<file path="config.mk">
export PLATFORM = sky130hd
export DESIGN_NAME = mem_arbiter
export DESIGN_NICKNAME = d
export VERILOG_FILES = /design/src/rtl/mem_arbiter_pkg.sv /design/src/rtl/mem_arbiter_rr_pick.sv /design/src/rtl/mem_arbiter.sv
export SDC_FILE = /design/constraint.sdc
export NUM_CORES = 1
export LEC_CHECK = 0
export ABC_CLOCK_PERIOD_IN_PS = 1950
export CORE_AREA = 5 5 81 83
export CTS_BUF_LIST = sky130_fd_sc_hd__clkbuf_8
export CTS_CLUSTER_SIZE = 24
export DETAILED_ROUTE_END_ITERATION = 6
export DIE_AREA = 0 0 86 88
export PLACE_DENSITY = 0.81
export SLEW_MARGIN = 20
export SYNTH_ARGS = -nofsm -noshare
export SYNTH_HDL_FRONTEND = slang
export SYNTH_HIERARCHICAL = 1
export SYNTH_SLANG_ARGS = --single-unit
</file>
<file path="constraint.sdc">
create_clock -name clk -period 1.95 [get_ports clk]
set_input_delay 0.585 -clock clk [delete_from_list [all_inputs] [get_ports clk]]
set_output_delay 0.585 -clock clk [all_outputs]
set_load 0.02 [all_outputs]
</file>
<file path="src/rtl/mem_arbiter_pkg.sv">
// Shared definitions for mem_arbiter: FSM state encoding, memory_unit func codes
// and default sizing.
package mem_arbiter_pkg;

   localparam int DEF_N      = 2;
   localparam int DEF_ADDR_W = 8;
   localparam int DEF_DATA_W = 16;

   localparam logic [1:0] ST_IDLE  = 2'd0;
   localparam logic [1:0] ST_ISSUE = 2'd1;
   localparam logic [1:0] ST_WAIT  = 2'd2;
   localparam logic [1:0] ST_DONE  = 2'd3;

   // Same encoding memory_unit decodes on its func input.
   localparam logic [1:0] MEM_FUNC_NOP   = 2'd0;
   localparam logic [1:0] MEM_FUNC_READ  = 2'd1;
   localparam logic [1:0] MEM_FUNC_WRITE = 2'd2;
   localparam logic [1:0] MEM_FUNC_ALLOC = 2'd3;

   function automatic int idx_w(input int n);
      return (n > 1) ? $clog2(n) : 1;
   endfunction

endpackage

</file>
<file path="src/rtl/mem_arbiter_rr_pick.sv">
// Combinational round-robin pick: first set bit of req scanning upward from ptr,
// wrapping mod N; returns one-hot winner and its index.
module rr_pick
   import mem_arbiter_pkg::*;
#(
   parameter int N  = DEF_N,
   parameter int IW = idx_w(N)
) (
   input  logic [N-1:0]  req,
   input  logic [IW-1:0] ptr,
   output logic          any,
   output logic [N-1:0]  win_oh,
   output logic [IW-1:0] win_idx
);

   logic [N-1:0]  rot;
   logic [IW-1:0] off;
   logic [IW:0]   sum;

   // Rotating the doubled vector puts requester ptr at bit 0.
   assign rot = N'({req, req} >> ptr);
   assign any = |rot;

   always_comb begin
      off = '0;
      for (int k = N - 1; k >= 0; k--) begin
         if (rot[k]) off = IW'(k);
      end
   end

   assign sum     = {1'b0, ptr} + {1'b0, off};
   assign win_idx = (sum >= (IW+1)'(N)) ? IW'(sum - (IW+1)'(N)) : IW'(sum);
   assign win_oh  = any ? (N'(1) << win_idx) : '0;

endmodule

</file>
<file path="src/rtl/mem_arbiter.sv">
// Round-robin arbiter/sequencer sharing the memory_unit port among N requesters.
// Optional MEM_ARBITER_LOCK_EN adds a lock input for atomic back-to-back ops.
module mem_arbiter
   import mem_arbiter_pkg::*;
#(
   parameter int N      = DEF_N,
   parameter int ADDR_W = DEF_ADDR_W,
   parameter int DATA_W = DEF_DATA_W
) (
   input  logic                clk,
   input  logic                rst,
   input  logic [N-1:0]        req,
   input  logic [2*N-1:0]      req_func,
   input  logic [N*ADDR_W-1:0] req_addr,
   input  logic [N*DATA_W-1:0] req_wdata,
`ifdef MEM_ARBITER_LOCK_EN
   input  logic [N-1:0]        lock,
`endif
   output logic [N-1:0]        gnt,
   output logic [N-1:0]        ack,
   output logic [DATA_W-1:0]   rsp_data,
   output logic [1:0]          mem_func,
   output logic                mem_execute,
   output logic [ADDR_W-1:0]   mem_address,
   output logic [DATA_W-1:0]   mem_write_data,
   input  logic [DATA_W-1:0]   mem_read_data,
   input  logic                mem_ready
);

   localparam int IW = idx_w(N);

   logic [1:0]        state;
   logic [IW-1:0]     rr_ptr, w_idx, pick_idx, sel_idx, rr_next;
   logic [N-1:0]      pick_oh;
   logic              pick_any, busy_seen, locked, lock_keep, go;
   logic [1:0]        lat_func;
   logic [ADDR_W-1:0] lat_addr;
   logic [DATA_W-1:0] lat_wdata;

   rr_pick #(.N(N), .IW(IW)) u_pick (
      .req     (req),
      .ptr     (rr_ptr),
      .any     (pick_any),
      .win_oh  (pick_oh),
      .win_idx (pick_idx)
   );

`ifdef MEM_ARBITER_LOCK_EN
   assign lock_keep = lock[w_idx];
`else
   assign lock_keep = 1'b0;
`endif

   // A locked owner bypasses the scan and re-issues as soon as it asks again.
   assign sel_idx = locked ? w_idx : pick_idx;
   assign go      = mem_ready && (locked ? req[w_idx] : pick_any);
   assign rr_next = (w_idx == IW'(N - 1)) ? '0 : w_idx + 1'b1;

   always_ff @(posedge clk or negedge rst) begin
      if (!rst) begin
         state     <= ST_IDLE;
         rr_ptr    <= '0;
         w_idx     <= '0;
         gnt       <= '0;
         busy_seen <= 1'b0;
         locked    <= 1'b0;
         lat_func  <= '0;
         lat_addr  <= '0;
         lat_wdata <= '0;
         rsp_data  <= '0;
      end else begin
         case (state)
            ST_IDLE: begin
               if (locked && !req[w_idx]) begin
                  locked <= 1'b0;
                  gnt    <= '0;
                  rr_ptr <= rr_next;
               end else if (go) begin
                  w_idx     <= sel_idx;
                  gnt       <= locked ? gnt : pick_oh;
                  lat_func  <= req_func[sel_idx*2 +: 2];
                  lat_addr  <= req_addr[sel_idx*ADDR_W +: ADDR_W];
                  lat_wdata <= req_wdata[sel_idx*DATA_W +: DATA_W];
                  state     <= ST_ISSUE;
               end
            end
            ST_ISSUE: begin
               busy_seen <= 1'b0;
               state     <= ST_WAIT;
            end
            ST_WAIT: begin
               // Completion only counts once memory has been seen busy.
               if (!mem_ready) begin
                  busy_seen <= 1'b1;
               end else if (busy_seen) begin
                  rsp_data <= mem_read_data;
                  state    <= ST_DONE;
               end
            end
            ST_DONE: begin
               state <= ST_IDLE;
               if (lock_keep) begin
                  locked <= 1'b1;
               end else begin
                  locked <= 1'b0;
                  gnt    <= '0;
                  rr_ptr <= rr_next;
               end
            end
            default: state <= ST_IDLE;
         endcase
      end
   end

   assign mem_execute    = (state == ST_ISSUE);
   assign mem_func       = lat_func;
   assign mem_address    = lat_addr;
   assign mem_write_data = lat_wdata;
   assign ack            = (state == ST_DONE) ? gnt : '0;

endmodule
</file>
Yosys cells after proc, flatten, opt, wreduce, memory -nomap -nowiden --
Index checks and enable logic that the tools add are counted.
Cells by class: $add $sub $neg 3, bitwise logic cells 1, equal/unequal tests 11, shifts and indexed selects 5, magnitude comparators 2, reductions and logical operators 13, muxes and demuxes 25
Operators by type and width (count):
- variable part select 32 x 6 -> 16 bit | 1
- 2-to-1 mux 2 bit | 9
- variable part select 16 x 5 -> 8 bit | 1
- inequality test 2 bit, second input constant | 6
- 2-to-1 mux 1 bit | 11
- AND reduction 3 bit | 3
- one-hot mux 2 bit (4 select lines) | 1
- inequality test 3 bit, second input constant | 2
- one-hot mux 1 bit (2 select lines) | 3
- == test 2 bit, second input constant | 2
- one-hot mux 2 bit (2 select lines) | 1
- AND reduction 2 bit | 2
- AND reduction 4 bit | 1
- nonzero test 2 bit | 2
- variable part select 4 x 3 -> 2 bit | 1
- >> shifter 4 x 1 -> 2 bit | 1
- adder 1 x 1 -> 2 bit | 1
- == test 2 x 1 -> 1 bit, second input constant | 1
- greater-or-equal comparator 2 bit, second input constant | 1
- logical AND 1 bit | 2
- zero test 2 bit | 1
- less-than comparator 1 x 2 -> 1 bit, second input constant | 1
- OR reduction 2 bit | 1
- left shift 1 x 1 -> 2 bit, first input constant | 1
- other kinds (4) | 4
Word-level totals: input bits 73, register bits 50, output and inout bits 47, word-level logic and storage cells 70

Logic depth before layout (Yosys ltp) --
word-level depth 12, mapped depth 6, gate-level depth less buffers 5

Hierarchy --
The synthesis kept the hierarchy.
By module, submodules not included:
- mem_arbiter | cells an instance 184, seq. area each 1226.2 µm², times used 1, area an instance 2250.9 µm²
- rr_pick | cells an instance 6, seq. area each 0.0 µm², times used 1, area an instance 36.3 µm²

Worst setup path after synthesis --
Ideal clock, no wire load.
kind input -> register, start point input req[0], end point register lat_addr[0] (netlist: mem_address[0]), data required time 1817 ps, arrival 1432 ps, library setup time 133 ps, stages on the path 6, buffers on the path 2, path slack 385 ps, cell sequence a21boi_2 > nor2_1 > buf_4 > buf_4 > mux2i_1 > o21ai_0
Between the ends: word-level cells in the longest chain between the ends 8, elaborated cells between the ends (all ways) 18, classes of those cells add/sub: 2; order compare: 1; shift: 2; mux: 7; bitwise: 1; reduce/logical: 5
RTL lines:
- start, declared | RTL line mem_arbiter.sv:12 | input logic [N-1:0] req,
- >> shifter 4 x 1 -> 2 bit * | RTL line mem_arbiter_rr_pick.sv:21 | assign rot = N'({req, req} >> ptr);
- 2-to-1 mux 1 bit | RTL line mem_arbiter_rr_pick.sv:27 | if (rot[k]) off = IW'(k);
- 2-to-1 mux 1 bit * | RTL line mem_arbiter_rr_pick.sv:27
- adder 1 x 1 -> 2 bit * | RTL line mem_arbiter_rr_pick.sv:31 | assign sum = {1'b0, ptr} + {1'b0, off};
- greater-or-equal comparator 2 bit / subtractor 1 bit (equally long branches) | RTL line mem_arbiter_rr_pick.sv:32 | assign win_idx = (sum >= (IW+1)'(N)) ? IW'(sum - (IW+1)'(N)) : IW'(sum);
- 2-to-1 mux 1 bit * | RTL line mem_arbiter_rr_pick.sv:32
- via pick_idx | RTL line mem_arbiter.sv:33 | logic [IW-1:0] rr_ptr, w_idx, pick_idx, sel_idx, rr_next;
- 2-to-1 mux 1 bit * | RTL line mem_arbiter.sv:55 | assign sel_idx = locked ? w_idx : pick_idx;
- variable part select 16 x 5 -> 8 bit * | RTL line mem_arbiter.sv:82 | lat_addr <= req_addr[sel_idx*ADDR_W +: ADDR_W];
- end signal, assigned | RTL line mem_arbiter.sv:82
- end, declared | RTL line mem_arbiter.sv:37 | logic [ADDR_W-1:0] lat_addr;
Mark *: on every way through the listed nets, which the timed path passes. The rest lies on a longest branch. The select of a mux whose other input is x is not followed. A chain may end at the register's enable or synchronous reset.

Final worst setup path --
start point register gnt[0], end point output gnt[0]
RTL lines:
- start, declared | RTL line mem_arbiter.sv:19 | output logic [N-1:0] gnt,
- start signal, assigned | RTL line mem_arbiter.sv:80 | gnt <= locked ? gnt : pick_oh;
No word-level cell between the ends.

==> flow_summary.ini <==
[cells_and_area]
layout-drive-gt1-share_pct = 14.7
antenna_cells = 0
final_cells = 394
area_growth_pct = 62.3
nNetsFinal = 396
n_fill_cell = 469

[sta]
grt_setup_unrepaired = no
post-route-min-period_ns = 1.89
fin_crit_sh_pct = 96.8
worst_pin_slew_ns = 0.398
drv_slew = 0
max_slew_margin_pct = 73.5
hold_violations = 0
max_freq_mhz = 530
finClkSkew_ns = 0.00597
final-setup-viol-count = 0

[detailed_routing]
ant_nets = 0
wirelength_mm = 5.56
drt_iter0_drc = 60
viasPerCell = 4.66
drtPass1Iterations = 4
drc = 0
wl_per_cell_um = 14.1
num_vias = 1838

[power]
ir_worst_vdd_v = 0.000567
p_leak_nw = 1.71
powerDensity_nw_per_um2 = 1370
p_total_mw = 5.10

[global_routing]
antenna_found_initial = 0
grt_usage_pct = 14.3
grt_max_degree = 27
overflow = 0
grt_pass1_wl_mm = 8.56
grt_pass1_vias = 1869

[placement]
port_buffers = 119
dp_cells = 386
gp_congestion = 0.758
dpl.hpwl_mm = 4.56

[synthesis]
ys_seq_elements = 49
avgSynthCellArea_um2 = 12.0
synth.distinct_cells = 24
synth_fp_nets = 268
syn_area_um2 = 2290
seq_area_frac_synth_pct = 53.6
yosys_warnings = 6
netlist_instances = 190

[setup_path]
crit_start = gnt[0]
crit_required_ns = 1.36
reg2reg_depth = 5
timing.rr.start = state[0]
cpMaxStageDelayCell = clkdlybuf4s50_1
crit_chain = clkdlybuf4s50_1
crit_path_end_kind = output port
slowest_delay_ns = 0.62
rrSetupSlack_ns = 0.23
crit_type = reg2out
regToRegEndpoint = rsp_data[13]
cp_top_family = buffers and inverters
critPathBufInv = 1
path_max_fanout = 4
critPathLaunchType = flop
cp.arrival_ns = 1.30

[clock_network]
clk_latency_ns = 0.29
cts_tree = built
clk_pin_slew_worst_paths_ns = 0.08
cts_buffer_depth = 2
postCtsSetupBuffers = 0
numCtsBuffers = 5
cts.sinks = 49
cts-root-buf = clkbuf_8
htreeDepth = 2

[floorplanning]
initial_core_util_pct = 39.6
dieArea_um2 = 7570
rows = 28
die_y_um = 88
io_pins = 120
die-width_um = 86
core-area_um2 = 5780

[outcome]
status = complete, no violations

[worst_hold_path]
hold_path_class = in2async

[run]
drv_cap = 0
## cell usage in the layout (no fill, tap or decap), types with 2 or more instances in the layout
cell and count:
a21oi_1 3, a41oi_1 2, and2_1 2, and2b_1 2, buf_12 3, buf_4 9, clkbuf_2 2, clkbuf_8 5
clkdlybuf4s50_1 115, clkinv_2 2, dfrtp_1 49, ha_1 4, inv_1 7, mux2_2 8, mux2_4 10, mux2i_1 27
nand2_1 29, o21ai_0 28
## state kept, by name, indices dropped and copies added, names as in the netlist
signal and flops:
busy_seen 1, gnt 2, mem_address 8, mem_func 2
mem_write_data 16, rr_ptr 1, rsp_data 16, state 2
w_idx 1
## area by class of cell
cell class / instances / area [um^2] / share of cell area, %
Sequential cell: 49 / 1230 / 33.0
Inverter: 6 / 22.5 / 0.607
Tap cell: 75 / 93.8 / 2.53
Multi-Input combinational cell: 125 / 981 / 26.4
Clock inverter: 3 / 13.8 / 0.371
Timing Repair Buffer: 131 / 1310 / 35.2
Clock buffer: 5 / 68.8 / 1.85
## metrics by stage
stage / utilization [%] / setup TNS, ns / hold WS [ns] / cell area (um^2) / setup WS [ns]
floorplan: - / 0 / 0.289 / 2290 / 0.385
global placement: 62.9 / -1.25 / 0.433 / 3630 / -0.0953
detailed placement: 62.9 / -2.77 / 0.452 / 3630 / -0.168
CTS: 64.4 / 0 / 0.213 / 3720 / 0.0198
global route: 64.2 / 0 / 0.229 / 3710 / 0.00913
finish: 64.2 / 0 / 0.216 / 3710 / 0.0622
## layer usage
layer  GRT usage, %  share of wire [%]
met1           16.4                 39
met2           25.9                 51
met3           4.61                9.1
met4           3.45               0.83
met5              0                  0
## timing repair
item / CTS / global route
endpoints found under the setup margin: 3 / 2
gates resized for setup: 8 / 2
hold buffers: 0 / 0
## Yosys cell counts, drive strengths merged
library cell / number / area share [%]
inv: 6 / 0.98
o21ai: 28 / 6.1
nand2: 29 / 4.8
buf: 8 / 2.6
mux2: 18 / 11
mux2i: 27 / 12
ha: 5 / 2.7
or2: 1 / 0.27
o32a: 1 / 0.44
a21oi: 3 / 0.66
clkbuf: 2 / 0.33
and2b: 2 / 0.66
a41oi: 2 / 0.77
nor2: 2 / 0.33
and2: 2 / 0.55
dfrtp: 49 / 54
a21boi: 3 / 1.6
nand3: 2 / 1.2
## kinds of logic after synthesis
group / share of synthesized area [%]
flip-flops: 53.6
adder cells (fa/ha/maj): 2.74
multiplexers: 22.3
buffers and inverters: 3.94
AND/OR/NAND/NOR: 7.77
AO/OA/AOI/OAI: 9.63
## report_power, final
part | total (mW) | switching, mW | internal (mW)
Combinational | 2.81 | 1.31 | 1.49
Clock | 0.548 | 0.305 | 0.244
Sequential | 1.74 | 0.255 | 1.49
Total | 5.10 | 1.87 | 3.22
## worst max path at each step
stage / depth (start not counted) / endpoint / slack [ns]
floorplan: 6 / mem_address[0] / 0.39
global placement: 5 / state[1] / -0.1
detailed placement: 5 / state[1] / -0.17
CTS: 3 / mem_execute / 0.02
global route: 1 / gnt[0] / 0.009
finish: 1 / gnt[0] / 0.06
Note: power is estimated with default switching activity, not from simulation.
